<file path="src/rtl/pc_sequencer_if.sv">
// Decode/control <-> next-PC sequencer bundle for the i281 program counter.
// Latency: pure wiring, no storage.
// Backpressure: none; stall/halt_req are level inputs sampled every cycle.
//
// master : decode/control side plus PC feedback (drives run, halt_req, stall,
//          branch_taken, branch_offset, step_en, step, pc_value)
// slave  : pc_sequencer (drives pc_next, pc_load, state, halted, instr_count)
interface pc_sequencer_if #(
    parameter int N     = 6,
    parameter int CNT_W = 16
);
    logic             run;
    logic             halt_req;
    logic             stall;
    logic             branch_taken;
    logic [N-1:0]     branch_offset;
    logic             step_en;
    logic             step;
    logic [N-1:0]     pc_value;
    logic [N-1:0]     pc_next;
    logic             pc_load;
    logic [1:0]       state;
    logic             halted;
    logic [CNT_W-1:0] instr_count;

    modport master (
        output run, halt_req, stall, branch_taken, branch_offset,
               step_en, step, pc_value,
        input  pc_next, pc_load, state, halted, instr_count
    );

    modport slave (
        input  run, halt_req, stall, branch_taken, branch_offset,
               step_en, step, pc_value,
        output pc_next, pc_load, state, halted, instr_count
    );
endinterface

</file>
<file path="src/rtl/pc_sequencer.sv">
// Next-PC controller: run/stall/halt/single-step FSM, next-value adder, retired count.
// Latency: pc_load/pc_next combinational from state and inputs; state/count update on clock.
// Backpressure: stall holds the PC (a step requested while stalled stays pending); halt is absorbing.
//
// Ports: clock, reset (synchronous, active-high), bus (pc_sequencer_if.slave).
// Optional feature macro PC_SEQ_STEP_EN: compiles in PAUSE, the pending-step
// flag and step_en/step handling. Without it step_en/step are ignored and
// run in IDLE always enters RUN.
module pc_sequencer #(
    parameter int N     = 6,
    parameter int CNT_W = 16
) (
    input  logic         clock,
    input  logic         reset,
    pc_sequencer_if.slave bus
);

    typedef enum logic [1:0] {
        IDLE  = 2'b00,
        RUN   = 2'b01,
        PAUSE = 2'b10,
        HALT  = 2'b11
    } state_t;

    state_t           state_q, state_d;
    logic             load;
    logic [CNT_W-1:0] cnt_q;

`ifdef PC_SEQ_STEP_EN
    logic             pend_q, pend_d;
`else
    // step_en/step are part of the bundle but carry no meaning in this build.
    logic             unused_step;
    assign unused_step = bus.step_en ^ bus.step;
`endif

    // Computed every cycle regardless of load; N-bit add wraps mod 2^N and
    // the offset is already N bits wide, so sign extension is implicit.
    assign bus.pc_next = bus.pc_value + N'(1)
                       + (bus.branch_taken ? bus.branch_offset : '0);

    always_comb begin
        state_d = state_q;
        load    = 1'b0;
`ifdef PC_SEQ_STEP_EN
        pend_d  = pend_q;
`endif
        // Reset wins over everything, including the combinational load.
        if (!reset) begin
            case (state_q)
                IDLE: begin
                    if (bus.run) begin
`ifdef PC_SEQ_STEP_EN
                        state_d = bus.step_en ? PAUSE : RUN;
`else
                        state_d = RUN;
`endif
                    end
                end
                RUN: begin
                    if (bus.halt_req) begin
                        state_d = HALT;
                    end else if (bus.stall) begin
                        state_d = RUN;
`ifdef PC_SEQ_STEP_EN
                    end else if (bus.step_en) begin
                        state_d = PAUSE;
`endif
                    end else begin
                        load = 1'b1;
                    end
                end
`ifdef PC_SEQ_STEP_EN
                PAUSE: begin
                    if (bus.halt_req) begin
                        state_d = HALT;
                        pend_d  = 1'b0;
                    end else if (!bus.step_en) begin
                        state_d = RUN;
                        pend_d  = 1'b0;
                    end else if (bus.step || pend_q) begin
                        // Several pulses while stalled collapse into one flag.
                        if (bus.stall) begin
                            pend_d = 1'b1;
                        end else begin
                            load   = 1'b1;
                            pend_d = 1'b0;
                        end
                    end
                end
`else
                PAUSE: state_d = IDLE;
`endif
                HALT: state_d = HALT;
                default: state_d = IDLE;
            endcase
        end
    end

    always_ff @(posedge clock) begin
        if (reset) begin
            state_q <= IDLE;
            cnt_q   <= '0;
`ifdef PC_SEQ_STEP_EN
            pend_q  <= 1'b0;
`endif
        end else begin
            state_q <= state_d;
`ifdef PC_SEQ_STEP_EN
            pend_q  <= pend_d;
`endif
            if (load && (cnt_q != {CNT_W{1'b1}})) begin
                cnt_q <= cnt_q + CNT_W'(1);
            end
        end
    end

    assign bus.pc_load     = load;
    assign bus.state       = state_q;
    assign bus.halted      = (state_q == HALT);
    assign bus.instr_count = cnt_q;

endmodule

</file>
<file path="src/flat_wrapper.sv">
// flat-port wrapper written by rule: the top's interface ports become plain ports
module pc_sequencer_flat 
#(
    parameter int N     = 6,
    parameter int CNT_W = 16
)
  (clock, reset, bus_run, bus_halt_req, bus_stall, bus_branch_taken, bus_branch_offset, bus_step_en, bus_step, bus_pc_value, bus_pc_next, bus_pc_load, bus_state, bus_halted, bus_instr_count);
  pc_sequencer_if #(.N(N), .CNT_W(CNT_W)) bus_i ();
  input  logic clock;
  input  logic reset;
  input wire logic [$bits(bus_i.run)-1:0] bus_run;
  input wire logic [$bits(bus_i.halt_req)-1:0] bus_halt_req;
  input wire logic [$bits(bus_i.stall)-1:0] bus_stall;
  input wire logic [$bits(bus_i.branch_taken)-1:0] bus_branch_taken;
  input wire logic [$bits(bus_i.branch_offset)-1:0] bus_branch_offset;
  input wire logic [$bits(bus_i.step_en)-1:0] bus_step_en;
  input wire logic [$bits(bus_i.step)-1:0] bus_step;
  input wire logic [$bits(bus_i.pc_value)-1:0] bus_pc_value;
  output wire logic [$bits(bus_i.pc_next)-1:0] bus_pc_next;
  output wire logic [$bits(bus_i.pc_load)-1:0] bus_pc_load;
  output wire logic [$bits(bus_i.state)-1:0] bus_state;
  output wire logic [$bits(bus_i.halted)-1:0] bus_halted;
  output wire logic [$bits(bus_i.instr_count)-1:0] bus_instr_count;
  assign bus_i.run = bus_run;
  assign bus_i.halt_req = bus_halt_req;
  assign bus_i.stall = bus_stall;
  assign bus_i.branch_taken = bus_branch_taken;
  assign bus_i.branch_offset = bus_branch_offset;
  assign bus_i.step_en = bus_step_en;
  assign bus_i.step = bus_step;
  assign bus_i.pc_value = bus_pc_value;
  assign bus_pc_next = bus_i.pc_next;
  assign bus_pc_load = bus_i.pc_load;
  assign bus_state = bus_i.state;
  assign bus_halted = bus_i.halted;
  assign bus_instr_count = bus_i.instr_count;
  pc_sequencer #(.N(N), .CNT_W(CNT_W)) u_core (.clock(clock), .reset(reset), .bus(bus_i));
endmodule
</file>
<file path="config.mk">
export PLATFORM = sky130hd
export DESIGN_NAME = pc_sequencer_flat
export DESIGN_NICKNAME = d
export VERILOG_FILES = /design/src/rtl/pc_sequencer_if.sv /design/src/rtl/pc_sequencer.sv /design/src/flat_wrapper.sv
export SDC_FILE = /design/constraint.sdc
export NUM_CORES = 1
export LEC_CHECK = 0
export ABC_AREA = 0
export CORE_MARGIN = 5
export CORE_UTILIZATION = 47
export CTS_CLUSTER_DIAMETER = 80
export DETAILED_ROUTE_END_ITERATION = 8
export PLACE_DENSITY_LB_ADDON = 0.25
export SLEW_MARGIN = 40
export SYNTH_ARGS = -nofsm -noshare
export SYNTH_HDL_FRONTEND = slang
export SYNTH_SLANG_ARGS = --single-unit
</file>
<file path="constraint.sdc">
create_clock -name clock -period 6.1 [get_ports clock]
set_clock_uncertainty 0.2 [all_clocks]
set_input_delay 0.61 -clock clock [delete_from_list [all_inputs] [get_ports clock]]
set_output_delay 0.61 -clock clock [all_outputs]
set_load 0.02 [all_outputs]
</file>
**Word level (Yosys, flattened, before mapping)**

Cells that the tools add are included.

- RAM bits: 0
- Bits in latches: 0
- Memory bits (read-only): 0
- Register bits: 18
- Memories: 0
- Output and inout port bits: 26
- Input port bits: 20
- Logic and storage cells: 23

- $lt $le $gt $ge: 0
- $mul: 0
- Div/mod/pow operators: 0
- Bitwise gates (word level): 0
- Multiplexer cells: 9
- Shifts and indexed selects: 0
- Add/sub/neg operators: 3
- Eq/ne operators: 6
- Reduce and logical (&&, ||, !) cells: 3

Operators by type and width:

| cell | count |
|---|---|
| $add 16x1->16 const B | 1 |
| $ne 16x16->1 const B | 1 |
| $pmux 2 s4 | 1 |
| $add 6x1->6 const B | 1 |
| $add 6x6->6 | 1 |
| $mux 2 | 3 |
| $mux 6 | 1 |
| $eq 2x2->1 const B | 2 |
| $mux 1 | 4 |
| $ne 3x3->1 const B | 1 |
| $eq 2x1->1 const B | 1 |
| $logic_not 2->1 | 1 |
| $ne 2x2->1 const B | 1 |
| $reduce_and 2->1 | 1 |
| $logic_and 1x1->1 | 1 |

**Logic depth before layout (Yosys ltp)**

- Depth after elaboration: 5
- Mapped depth: 7
- Mapped depth without buffers: 7

**Least setup slack after synthesis**

Ideal clock, no wire load.

- Path kind: input-to-output
- Start point: in bus_branch_offset[1]
- End point: out bus_pc_next[5]
- Cell stages on the path: 6
- Buffers on the path: 0
- Path slack: 3.222 ns
- Required time: 5.290 ns
- Data arrival time: 2.068 ns
- Path through: and2_1 -> ha_1 -> nor2b_1 -> o21a_1 -> o2111a_1 -> a211oi_1

- Longest elaborated chain between the ends: 2

Ends and longest elaborated chain:

| what | RTL line | text |
|---|---|---|
| start: declaration | flat_wrapper.sv:15 | `input wire logic [$bits(bus_i.branch_offset)-1:0] bus_branch_offset;` |
| $mux 6 | pc_sequencer.sv:40 | `+ (bus.branch_taken ? bus.branch_offset : '0);` |
| $add 6x6->6 | pc_sequencer.sv:40 |  |
| end: declaration | flat_wrapper.sv:19 | `output wire logic [$bits(bus_i.pc_next)-1:0] bus_pc_next;` |

Every way passes these cells.

**Worst setup path in the final report**

- Start point: in bus_branch_taken
- End point: out bus_pc_next[4]

- Longest elaborated chain between the ends: 2

Ends and longest elaborated chain:

| what | RTL line | text |
|---|---|---|
| start: declaration | flat_wrapper.sv:14 | `input wire logic [$bits(bus_i.branch_taken)-1:0] bus_branch_taken;` |
| $mux 6 | pc_sequencer.sv:40 |  |
| $add 6x6->6 | pc_sequencer.sv:40 |  |

Every way passes these cells.

==> PnR_summary.wiki <==
{| class="wikitable"
! Metric !! Value
|-
| Outcome || finished clean
|-
| Router iterations before antenna repair || 4
|-
| Slew at the pin closest to its max-slew limit || 0.824 ns
|-
| Clk_lat worst skew || 0.30 ns
|-
| Adder-Cell Fraction of Synth Area || 7.79%
|-
| Average cell area after synthesis || 8.42 um2
|-
| Wire length reported by the detailed router || 3200 um
|-
| CTS sink count || 18
|-
| CTS clk-pin slew, worst paths || 0.10 ns
|-
| Clock tree root buffer cell || sky130_fd_sc_hd__clkbuf_4
|-
| Count of yosys warnings during synthesis || 0
|-
| Setup repair after global routing missed its margin || false
|-
| Ordered cell list for the critical path || clkdlybuf4s50_1 > nand2_1 > ha_1 > inv_1 > fa_1 > a21o_1 > a21oi_1 > xnor2_1 > clkdlybuf4s50_1
|-
| Starting Density || 49.3%
|-
| Residual DRC || 0
|-
| Maximum clock frequency || 0.262 GHz
|-
| Worst max-slew margin expressed relative to the limit || 44.9%
|-
| Die area || 3720 um2
|-
| Maximum vdd ir drop || 0.0976 mV
|-
| Most prevalent standard cell on the critical path || sky130_fd_sc_hd__clkdlybuf4s50_1
|-
| Final setup viols || 0
|-
| Highest net fanout along the worst path || 7
|-
| Via count of the first global-routing pass || 1,159
|-
| Arrival time of data at the critical path endpoint || 3.01 ns
|-
| Overflow after GRT || 0
|-
| Cell row count || 18
|-
| Total number of H-tree levels || 1
|-
| Power per standard cell area || 146 nW/um2
|-
| Total nets after synthesis || 172
|-
| Horizontal extent of the die || 61.0 um
|-
| Antenna Cells || 0
|-
| Proportion of layout cells with a drive suffix above 1 || 7.98%
|-
| Area share of and/or/nand/nor cells after synthesis || 32.2%
|-
| WP buf/inv || 3
|-
| Post-synthesis sequential area ratio || 29.5%
|-
| Share of the clock period used by the worst path after layout || 62.6%
|-
| Worst EP required || 5.29 ns
|-
| Main combinational cell family by area after synthesis || simple AND/OR/NAND/NOR gates
|-
| Cts hold-fix bufs || 0
|-
| Cell area after technology mapping || 1220 um2
|-
| Count of non-filler cells in the finished layout || 218
|-
| Resize count post-CTS || 0
|-
| Gate count of the mapped netlist || 145
|-
| Parity-gate share of the synthesized area counting xor and xnor cells || 2.15%
|-
| Wire length of the first global-routing pass || 5210 um
|-
| Number of filler cells placed in the layout || 220
|-
| Count of buffers added by post-CTS timing repair for setup || 0
|-
| Total Routing Usage GR || 18.4%
|-
| Critical Setup Path Class || primary input to output port
|-
| Final Wtd Congestion || 0.884
|-
| Remaining antenna violation count || 0
|-
| Count of vias placed by the detailed router || 1,280
|-
| Hold slack final || 0.323 ns
|-
| Synthesis-to-finish area growth || 38.6%
|-
| Share of cell area taken by muxes after synthesis || 8.09%
|-
| Post-DR wirelength/cell || 14.7 um
|-
| Clock tree from TritonCTS || built
|-
| Compound-Gate Fraction of Synth Area || 16.6%
|-
| Count of cell types in the netlist || 42
|-
| Sum of internal, switching and leakage power || 247 uW
|-
| Critical Path Source Type || primary input
|-
| Final critical path time including I/O delays and setup || 3.82 ns
|-
| Static leakage power || 0.627 nW
|-
| Die span in y || 61.0 um
|-
| Max-slew violation count || 0
|-
| Half-perimeter wire length after detailed placement || 2490 um
|-
| Max cap viols || 0
|-
| Crit path capture type || output port
|-
| Total of flip-flops plus latches after synthesis || 18
|-
| Routed via count divided by cell count || 5.87
|-
| Port buffer count || 43
|-
| Initial antenna violation count || 0
|-
| Number of hold-slack violations in the final timing report || 0
|-
| Path class of the lowest-slack min-delay path || flip-flop to flip-flop
|-
| Number of cells in the design after placement || 215
|-
| Cell family with the largest share of critical-path delay || buffers and inverters
|-
| Max stage delay cell, worst path || sky130_fd_sc_hd__clkdlybuf4s50_1
|-
| Maximum number of pins on one net before global-route repair || 23
|-
| Num ports || 46
|-
| Number of CTS-inserted buffers || 3
|-
| Final sum of negative setup slack || 0 ns
|-
| Largest stage delay, worst path || 0.63 ns
|-
| Number of nets in the finished design || 217
|-
| Std-Cell Core Area || 2480 um2
|-
| CTS max path bufs || 2
|-
| Number of DRC markers after the initial detailed-route iteration || 54
|}
==> cell usage after synthesis (all sizes together) <==
cell type / n / area, um2
a211oi: 3 / 22.5
a21boi: 1 / 7.51
a21o: 2 / 15.0
a21oi: 9 / 45.0
and2: 6 / 38.8
and3: 2 / 13.8
and3b: 1 / 8.76
and4: 2 / 17.5
buf: 1 / 11.3
clkbuf: 2 / 7.51
dfxtp: 18 / 360
fa: 1 / 20.0
ha: 6 / 75.1
inv: 7 / 26.3
mux2: 7 / 78.8
mux2i: 2 / 20.0
nand2: 10 / 37.5
nand3: 7 / 35.0
nand4: 5 / 31.3
nor2: 11 / 41.3
nor2b: 8 / 50.1
nor3: 2 / 10.0
nor3b: 1 / 12.5
nor4: 3 / 18.8
nor4b: 1 / 15.0
o2111a: 1 / 11.3
o21a: 1 / 7.51
o21ai: 4 / 20.0
o22ai: 1 / 6.26
o311a: 1 / 11.3
o311ai: 2 / 17.5
o31ai: 4 / 30.0
o41ai: 1 / 8.76
or2: 2 / 12.5
or3: 3 / 18.8
or3b: 1 / 8.76
or4: 3 / 22.5
xnor2: 2 / 17.5
xor2: 1 / 8.76
==> cell usage in the layout (no fill, tap or decap), types with 3 or more instances in the layout <==
cell	instances
sky130_fd_sc_hd__a211oi_1	3
sky130_fd_sc_hd__a21oi_1	9
sky130_fd_sc_hd__and2_1	5
sky130_fd_sc_hd__clkbuf_4	3
sky130_fd_sc_hd__clkdlybuf4s50_1	43
sky130_fd_sc_hd__dfxtp_1	18
sky130_fd_sc_hd__ha_1	6
sky130_fd_sc_hd__inv_1	7
sky130_fd_sc_hd__mux2_2	5
sky130_fd_sc_hd__nand2_1	10
sky130_fd_sc_hd__nand3_1	7
sky130_fd_sc_hd__nand4_1	5
sky130_fd_sc_hd__nor2_1	11
sky130_fd_sc_hd__nor2b_1	8
sky130_fd_sc_hd__nor4_1	3
sky130_fd_sc_hd__o21ai_0	4
sky130_fd_sc_hd__o31ai_1	4
sky130_fd_sc_hd__or3_1	3
sky130_fd_sc_hd__or4_1	3
==> layer usage <==
metal  routed length (um)  vias up  GRT usage [%]  part of all wire [%]
met1                 1370      616           23.2                    43
met3                  192        5           4.89                   6.0
li1                     -      627              -                     -
met2                 1620       32           30.8                    51
met4                   24        0           5.26                  0.75
met5                    0        -              0                     0
==> sequential cells by signal (all words and copies together) (netlist names) <==
signal and flops:
u_core.bus.state 2, u_core.bus.instr_count 16
==> cells by family after synthesis <==
group,Yosys count
simple gates,68
flops,18
fa+ha+maj,7
mux,9
xor+xnor,3
buf+inv,10
compound gates,30
==> report_power, final <==
part / total, mW / switching, mW / internal, mW
Combinational: 0.0671 / 0.0316 / 0.0355
Clock: 0.0602 / 0.0372 / 0.0230
Sequential: 0.120 / 0.00139 / 0.119
Total: 0.247 / 0.0702 / 0.177
==> per-stage QoR <==
stage / setup slack, ns / instance area [um2] / utilization [%]
final: 2.28 / 1690 / 68.3
after global routing: 2.11 / 1690 / 68.3
after CTS: 2.25 / 1690 / 68.3
after detailed placement: 2.26 / 1670 / 67.4
after global placement: 2.36 / 1670 / 67.4
after floorplan: 3.22 / 1220 / -
==> layout make-up <==
class | count | area [um2] | share of cell area, %
Inverter | 7 | 26.3 | 1.55
Sequential cell | 18 | 360 | 21.3
Timing Repair Buffer | 43 | 430 | 25.4
Clock buffer | 3 | 22.5 | 1.33
Multi-Input combinational cell | 117 | 816 | 48.2
Tap cell | 30 | 37.5 | 2.22
==> path summary, 6_finish.rpt <==
kind / from / to / slack [ns] / depth (start not counted)
setup / recovery: bus_branch_taken / bus_pc_next[4] / 2.28 / 9
hold / removal: u_core.bus.instr_count[0]$_SDFFE_PP0P_ / u_core.bus.instr_count[0]$_SDFFE_PP0P_ / 0.32 / 1
setup reg to reg: u_core.bus.state[0]$_SDFFE_PP0P_ / u_core.bus.instr_count[14]$_SDFFE_PP0P_ / 3.71 / 4
hold reg to reg: u_core.bus.instr_count[0]$_SDFFE_PP0P_ / u_core.bus.instr_count[0]$_SDFFE_PP0P_ / 0.32 / 1
Note: power is estimated with default switching activity, not from simulation.
==> RTL change (config.mk and constraints unchanged) <==
The option `PC_SEQ_STEP_EN` is turned on by a define.
--- a/src/rtl/pc_sequencer.sv
+++ b/src/rtl/pc_sequencer.sv
@@ -6,6 +6,8 @@
 // Optional feature macro PC_SEQ_STEP_EN: compiles in PAUSE, the pending-step
 // flag and step_en/step handling. Without it step_en/step are ignored and
 // run in IDLE always enters RUN.
+`define PC_SEQ_STEP_EN
+
 module pc_sequencer #(
     parameter int N     = 6,
     parameter int CNT_W = 16
Behaviour: not the same (a bounded check fails within 4 cycles, from zero or initial values and one cycle with reset high).
==> RTL change against the unedited design <==
- first-iteration DRC count is 30% lower
- critical path depth did not move
- final area is 6.8% higher
- sequential cell count up 1
- routed wire length shrank 3.5%
- worst setup slack got worse by 2.2 ps
- synthesized area rose by 6.4%
- final cell count increased by 9.6%
- die area grew 5.3%
- hold slack worse by 6.3 ps
- critical path type unchanged
Power is not compared: it rests on default switching activity, and its combinational part moved more than twofold at a synthesized area within 25%.
==> RTL change: results <==
group,metric,value,unit
sta,tightest_slew,777,ps
synth,syn_inst,161,
global_routing,grt_start_max_net_pins,22,
route,detail_route.wl_per_cell,12.9,um
synth,synth_sequential_area_ratio,29.3,%
finish,n_antenna_cell,0,
route,initialDrtViolationCount,38,
route,route.layer.met1.wl,1440,um
place,place_hpwl,2440,um
global_routing,use_met3,5.40,%
synth,synth_fa_ha_area_share,12.1,%
route,routed_wirelength,3090,um
synth,async_flop_share,0,%
setup_path,worst-path-max-fanout,6,
setup_path,ff2ff_path_depth,7,
global_routing,global_route.usage.met1,19.2,%
synth,area_fraction_in_compound_gates_after_synthesis,20.2,%
place,post-place-cells,235,
synth,syn-num-nets,193,
global_routing,grt_usage,16.2,%
outcome,run_status,"completed",
route,detailroute.wirelength.met2,1420,um
place,placedInstanceArea,1780,um^2
clock_network,ctsHtreeMaxLevel,1,
place,gp_congestion,0.796,
setup_path,timing.critical_path.slowest_stage_cell,"sky130_fd_sc_hd__clkdlybuf4s50_1",
synth,netlist-cell-type-count,37,
route,route.detailed.vias_per_inst,5.54,
finish,layout-drive-gt1-share,4.33,%
clock_network,post-cts-setup-buffer-count,0,
worst_hold_path,hold-path-cell-count,2,
global_routing,vias_in_the_first_global_route,1245,
global_routing,grt_util_met2,27.3,%
place,dp_slack,2270,ps
synth,synth_mux_area_share,3.18,%
-- RTL change: power groups by stage --
stage / clock network, mW / registers, mW / logic [mW]
floorplan: 0 / 0.150 / 0.0924
CTS: 0.0666 / 0.141 / 0.160
finish: 0.0636 / 0.141 / 0.159
global placement: 0 / 0.143 / 0.154
global route: 0.0734 / 0.144 / 0.173
detailed placement: 0 / 0.144 / 0.159
-- RTL change: worst paths after layout --
check,slack (ps),startpoint,endpoint
max,2280,bus_branch_taken,bus_pc_next[5]
min,320,u_core.bus.instr_count[14],u_core.bus.instr_count[14]
max reg2reg,3660,u_core.bus.state[1],u_core.bus.instr_count[12]
min reg2reg,320,u_core.bus.instr_count[14],u_core.bus.instr_count[14]
-- RTL change: cell type report --
cell class	count	area, um^2
Tap cell	31	38.8
Fill cell	242	902
Sequential cell	19	380
Clock inverter	1	5.00
Timing Repair Buffer	45	450
Inverter	9	33.8
Multi-Input combinational cell	131	877
Clock buffer	3	22.5
